`src/rtl/proc_pkg.sv`:
```
// Shared definitions for the simple processor: opcodes, timestep codes,
// the latched instruction layout and the bus width.
package proc_pkg;

    localparam int DATA_W = 10;

    typedef enum logic [1:0] {
        OP_LOAD = 2'b00,
        OP_COPY = 2'b01,
        OP_ADD  = 2'b10,
        OP_SUB  = 2'b11
    } opcode_t;

    typedef logic [1:0] step_t;

    localparam step_t T0 = 2'd0;
    localparam step_t T1 = 2'd1;
    localparam step_t T2 = 2'd2;
    localparam step_t T3 = 2'd3;

    typedef struct packed {
        opcode_t    op;
        logic [1:0] rx;
        logic [1:0] ry;
    } ir_t;

endpackage

```
`src/rtl/upcount2.sv`:
```
// Two-bit up counter with synchronous active-low reset, enable and
// synchronous clear (clear wins over enable).
module upcount2 (
    input  logic       clk,
    input  logic       rstb,
    input  logic       en,
    input  logic       clr,
    output logic [1:0] q
);

    always_ff @(posedge clk) begin
        if (!rstb) begin
            q <= 2'd0;
        end else if (clr) begin
            q <= 2'd0;
        end else if (en) begin
            q <= q + 2'd1;
        end
    end

endmodule

```
`src/rtl/controller.sv`:
```
// Multi-cycle control unit: latches an instruction in T0 and sequences the
// bus, register-file and ALU strobes, decoded from the timestep and IR only.
module controller
    import proc_pkg::*;
(
    input  logic       CLK,
    input  logic       RSTb,
    input  logic [9:0] INSTR,
    input  logic       EXEC,
    output logic [1:0] TIME,
    output logic       DONE,
    output logic       EXT_OE,
    output logic       RF_OE,
    output logic [1:0] RF_RADDR,
    output logic       RF_WE,
    output logic [1:0] RF_WADDR,
    output logic       A_LD,
    output logic       G_LD,
    output logic       G_OE,
    output logic       ALU_OP
);

    ir_t  ir;
    logic cnt_en;
    logic cnt_clr;

    // INSTR[3:0] carries no meaning for this instruction set.
    logic unused_instr;
    assign unused_instr = ^INSTR[3:0];

    // EXEC only matters while idle; once running the counter free-runs until DONE.
    assign cnt_en  = (TIME != T0) || EXEC;
    assign cnt_clr = DONE;

    upcount2 u_step (
        .clk  (CLK),
        .rstb (RSTb),
        .en   (cnt_en),
        .clr  (cnt_clr),
        .q    (TIME)
    );

    always_ff @(posedge CLK) begin
        if (!RSTb) begin
            ir <= '0;
        end else if (TIME == T0 && EXEC) begin
            ir <= ir_t'(INSTR[9:4]);
        end
    end

    always_comb begin
        DONE     = 1'b0;
        EXT_OE   = 1'b0;
        RF_OE    = 1'b0;
        RF_RADDR = 2'b00;
        RF_WE    = 1'b0;
        RF_WADDR = 2'b00;
        A_LD     = 1'b0;
        G_LD     = 1'b0;
        G_OE     = 1'b0;
        ALU_OP   = 1'b0;
        case (TIME)
            T1: begin
                case (ir.op)
                    OP_LOAD: begin
                        EXT_OE   = 1'b1;
                        RF_WE    = 1'b1;
                        RF_WADDR = ir.rx;
                        DONE     = 1'b1;
                    end
                    OP_COPY: begin
                        RF_OE    = 1'b1;
                        RF_RADDR = ir.ry;
                        RF_WE    = 1'b1;
                        RF_WADDR = ir.rx;
                        DONE     = 1'b1;
                    end
                    default: begin
                        RF_OE    = 1'b1;
                        RF_RADDR = ir.rx;
                        A_LD     = 1'b1;
                    end
                endcase
            end
            T2: begin
                if (ir.op[1]) begin
                    RF_OE    = 1'b1;
                    RF_RADDR = ir.ry;
                    G_LD     = 1'b1;
                    ALU_OP   = ir.op[0];
                end
            end
            T3: begin
                if (ir.op[1]) begin
                    G_OE     = 1'b1;
                    RF_WE    = 1'b1;
                    RF_WADDR = ir.rx;
                    DONE     = 1'b1;
                end
            end
            default: ;
        endcase
    end

endmodule

```
`config.mk`:
```
export PLATFORM = sky130hd
export DESIGN_NAME = controller
export DESIGN_NICKNAME = d
export VERILOG_FILES = /design/src/rtl/proc_pkg.sv /design/src/rtl/upcount2.sv /design/src/rtl/controller.sv
export SDC_FILE = /design/constraint.sdc
export NUM_CORES = 1
export LEC_CHECK = 0
export ABC_CLOCK_PERIOD_IN_PS = 1200
export BUFFER_PORTS_ARGS = -buffer_cell sky130_fd_sc_hd__buf_4
export CAP_MARGIN = 20
export CORE_MARGIN = 2
export CORE_UTILIZATION = 42
export CTS_BUF_LIST = sky130_fd_sc_hd__clkbuf_2 sky130_fd_sc_hd__clkbuf_4 sky130_fd_sc_hd__clkbuf_8
export CTS_CLUSTER_SIZE = 25
export DETAILED_ROUTE_END_ITERATION = 6
export HOLD_SLACK_MARGIN = 0.02
export PLACE_DENSITY = 0.85
export SYNTH_ARGS = -nofsm -noshare
export SYNTH_HDL_FRONTEND = slang
export SYNTH_HIERARCHICAL = 1
export SYNTH_SLANG_ARGS = --single-unit
```
`constraint.sdc`:
```
create_clock -name CLK -period 1.2 [get_ports CLK]
set_input_delay 0.18 -clock CLK [delete_from_list [all_inputs] [get_ports CLK]]
set_output_delay 0.18 -clock CLK [all_outputs]
set_load 0.03 [all_outputs]
```
Yosys cells after proc, flatten, opt, wreduce, memory -nomap -nowiden --
Index checks and enable logic that the tools add are counted.
Word-level totals: input port bits 13, register bits after elaboration 8, output and inout bits 14
Cells by class: add/sub/neg operators 1, mux-type cells 19, eq/ne operators 4, bitwise gates (word level) 1, reduce and logical (&&, ||, !) cells 7
Operators with widths (number):
- 2-bit case mux with 2 select lines | 3
- 1-bit 2-to-1 mux | 11
- 2-bit 2-to-1 mux | 3
- 2-bit by 1-bit equality test with 1-bit output, second input constant | 2
- 2-bit equality test, second input constant | 2
- 2-bit logical NOT | 2
- 1-bit case mux with 2 select lines | 2
- 2-bit OR reduction | 2
- 2-bit by 1-bit adder with 2-bit output, second input constant | 1
- 2-bit nonzero test | 1
- 1-bit logical AND | 1
- 1-bit logical OR | 1
- 1-bit NOT | 1

Logic depth before layout (Yosys ltp) --
depth in word-level cells 5, gate-level depth with buffers 6

Cells and area by module --
The synthesis kept the hierarchy.
By module, submodules not included:
- controller | cells each 55, area each 474.2 µm², instances 1, seq. area each 120.1 µm²
- upcount2 | cells each 8, area each 85.1 µm², instances 1, seq. area each 40.0 µm²

Least setup slack after synthesis --
No wires, ideal clock.
path kind register to output, start register u_step.q[0], end output port EXT_OE, data required time 1020 ps, data arrival time 1685 ps, path slack -665 ps, cell stages (with the launch flop) 3, path buffers 0, cells stage by stage dfxtp_1 ha_1 nor3b_1
On the way: longest elaborated chain between the ends 2
Ends and longest elaborated chain:
- start: declaration | line upcount2.sv:8 | output logic [1:0] q
- start signal: assignment | line upcount2.sv:17 | q <= q + 2'd1;
- 2-bit by 1-bit equality test with 1-bit output | line controller.sv:62 | case (TIME)
- 1-bit 2-to-1 mux | line controller.sv:62
- end: declaration | line controller.sv:12 | output logic EXT_OE,
No other way between the ends.

Worst setup path after layout --
start register u_step.q[1], end output port RF_RADDR[0]
On the way: longest elaborated chain between the ends 2, elaborated cells between the ends (all ways) 3
Ends and longest elaborated chain:
- 2-bit equality test / 2-bit by 1-bit equality test with 1-bit output (equally long branches) | line controller.sv:62
- 2-bit case mux with 2 select lines (*) | line controller.sv:62
- end: declaration | line controller.sv:14 | output logic [1:0] RF_RADDR,
Mark *: on every way between the ends. The rest lies on a longest branch, timed or not.

==> metrics.md <==
| Metric | Value |
|---|---|
| Relative slew slack | `between 80% and 90%` |
| CP max stage cell | `dfxtp_4` |
| Fin. max-slew vios | `0` |
| Ports | `27` |
| Run status | `finished, violations left` |
| FILL cells | `100` |
| Slowest stage delay, CP | `0.37 ns` |
| Initial DRC count | `7` |
| Synth top area share | `roughly 29%` |
| Worst Setup Start Kind | `flop` |
| Vias per inst | `roughly 5.2` |
| Area delta synth->final | `72.9%` |
| Clock-pin slew of the registers on the worst-case setup and hold paths | `0.06 ns` |
| Cell taking the most area after synthesis | `dfxtp_1` |
| Final setup vio count | `13` |
| Die X | `approximately 40 µm` |
| Buf+Inv Stages, Crit Path | `2` |
| Tcrit/Tclk final | `132%` |
| Final WL | `between 1000 and 1500 µm` |
| Pwr dens | `between 2000 and 2500 nW/µm²` |
| RSZ-0062 raised after global routing | `yes` |
| Final #Nets | `roughly 110` |
| Critical path capture point type | `primary output` |
| Total Power | `roughly 0.0020 W` |
| Fmax | `around 630 MHz` |
| Initial core utilization | `44.1%` |
| Port buffer count | `22` |
| Post-synth cell types | `24` |
| Diodes inserted | `0` |
| Worst-path maximum fanout | `8` |
| Vias in the first global route | `between 500 and 600` |
| Synth Instances | `63` |
| Row count | `13` |
| CTS tree | `yes` |
| Seq cells post-synth | `8` |
| Slack of the critical path | `-0.379 ns` |
| Clk Latency, worst-skew pair | `between 0.2 and 0.3 ns` |
| Violated checks | `negative setup slack` |
| Total grt overflow | `0` |
| Synth Warn # | `6` |
| GRT Overall Usage | `roughly 22%` |
| Drc violations | `0` |
| Layout cell share with drive strength beyond 1 | `about 64%` |
| Max-capacitance violation count | `0` |
| Post-Place Cell Area | `just under 900 µm²` |
| Final GP Congestion | `approximately 0.7` |
| Antenna Violating Nets Remaining | `0` |
| Total number of vias | `~540` |
| Clk_skew | `between 0.009 and 0.01 ns` |
| Clock sink count | `8` |
| Minimum clock period | `1.58 ns` |
| DP Wirelength | `1080 µm` |
| H-tree levels | `1` |
| Num CTS Buffers | `3` |
| Post-route cell area | `967 µm²` |
| Crit path required time | `1.02 ns` |
| Post-layout util | `between 70% and 80%` |
| Worst min path class | `in -> reg` |
| Drt pass-1 iters | `4` |
| Crit path max-delay family | `flip-flops` |
| CTS Root Cell | `clkbuf_4` |
| Die area | `1640 µm²` |
| Maximum VDD drop | `roughly 1.8 mV` |
| Post-synthesis sequential area ratio | `between 20% and 30%` |
| WS Path Type | `reg -> out` |
| Clock Tree Buf Depth | `2` |
| CP arrival | `approximately 1.4 ns` |
| Synthesized area | `~560 µm²` |
| Worst slew pin tran | `between 0.2 and 0.25 ns` |
| Final Hold Violating Endpoints | `0` |
| Initial antenna violation count | `0` |
| CP Cell Sequence | `inv_4 -> ha_4 -> nand3b_1 -> o22ai_4 -> buf_6` |
| First-pass GRT wire length | `approximately 2300 µm` |
| Syn nets | `80` |
| Mean post-synth cell area | `approximately 8.9 µm²` |
| Area contributors post-synth | `dfxtp_1, ha_1, o21a_1` |
| Core area | `around 1300 µm²` |
| Leak Pwr | `0.403 nW` |
| Pin count of the biggest net entering global routing | `14` |
| DR WL/cell | `13.6 µm` |
| Die height | `between 40 and 50 µm` |
per-stage QoR:
step | instances | worst slack [ns] | hold slack (ns) | TNS [ns]
detailed placement | 101 | -0.141 | 0.474 | -0.549
floorplan | 63 | -0.0856 | 0.294 | -0.508
CTS | 105 | -0.398 | 0.183 | -3.42
global placement | 101 | -0.116 | 0.468 | -0.423
global route | 105 | -0.449 | 0.200 | -3.91
finish | 105 | -0.379 | 0.189 | -3.26
synthesized netlist by cell type:
cell,count
dfxtp_1,8
o21a_1,6
a21boi_1,4
and3_1,4
ha_1,4
nand2_1,4
a21boi_0,3
and2_1,3
and3_2,3
inv_1,3
a22oi_1,2
buf_4,2
buf_6,2
nand2b_1,2
nand3b_1,2
nor2b_1,2
o22ai_1,2
a21bo_1,1
a21oi_2,1
mux2i_1,1
nor2_1,1
nor3b_1,1
o21ai_1,1
xnor2_1,1
kinds of logic after synthesis:
kind of cell / Yosys count / synth area share [%]
compound gates: 20 / 26.6
xor+xnor: 1 / 1.57
fa+ha+maj: 4 / 8.95
buf+inv: 7 / 8.72
flops: 8 / 28.6
mux: 1 / 1.79
simple gates: 22 / 23.7
flip-flops by register name (all words and copies together) (netlist names):
register / cells
ir: 6
u_step/q: 2
worst register-to-register path: stages, from the launching register on:
cell and delay, ns:
dfxtp_4 0.38, inv_4 0.05, ha_4 0.19, mux2i_4 0.23
inv_4 0.06, nand2b_4 0.14, a21oi_2 0.08
metal layers:
layer | global-route usage (%) | share of wire [%] | vias up
li1 | - | - | 274
met1 | 20.8 | 36 | 248
met2 | 41.7 | 56 | 18
met3 | 8.33 | 5.9 | 3
met4 | 10.0 | 1.3 | 0
met5 | 0 | 0 | -
what timing repair did:
item	4_1_cts	5_1_grt
setup endpoints to repair	12	14
setup buffers	0	0
endpoints found under the hold margin	0	0
pin swaps	2	1
resized for setup	14	0
hold buffers	0	0
gates cloned	0	0
path summary, 6_finish.rpt:
check                            startpoint     endpoint  slack [ns]  depth (start not counted)
worst max-delay path            u_step/q[1]  RF_RADDR[0]       -0.38                          5
worst min-delay path                   RSTb  u_step/q[1]        0.19                          3
worst max register to register  u_step/q[1]  u_step/q[1]       -0.01                          6
worst min register to register        ir[1]        ir[1]        0.66                          2
cells in the final DEF, fill, tap and decap left out, drive strengths merged:
| master | instances |
|---|---|
| nor2 | 1 |
| ha | 4 |
| buf | 27 |
| mux2i | 1 |
| a21bo | 1 |
| and2 | 3 |
| nor2b | 2 |
| nand3b | 2 |
| a22oi | 2 |
| dfxtp | 8 |
| and3 | 7 |
| nor3b | 1 |
| o21a | 6 |
| xnor2 | 1 |
| clkbuf | 4 |
| o22ai | 2 |
| a21boi | 7 |
| inv | 3 |
| o21ai | 1 |
| a21oi | 1 |
| nand2b | 2 |
| nand2 | 4 |
where the power goes:
part | internal (W) | leakage (nW) | switching, W | total, W
registers | 0.000344 | 0.0675 | 0.0000900 | 0.000434
clock network | 0.000150 | 0.0184 | 0.000103 | 0.000254
logic | 0.000613 | 0.317 | 0.000655 | 0.00127
cell type report:
class | count | area, µm² | share of cell area (%)
Clock buffer | 4 | 30.0 | 3.10
Timing Repair Buffer | 27 | 240 | 24.8
Sequential cell | 8 | 169 | 17.5
Tap cell | 15 | 18.8 | 1.94
Inverter | 3 | 18.8 | 1.94
Multi-Input combinational cell | 48 | 490 | 50.7
Note: power is estimated with default switching activity, not from simulation.
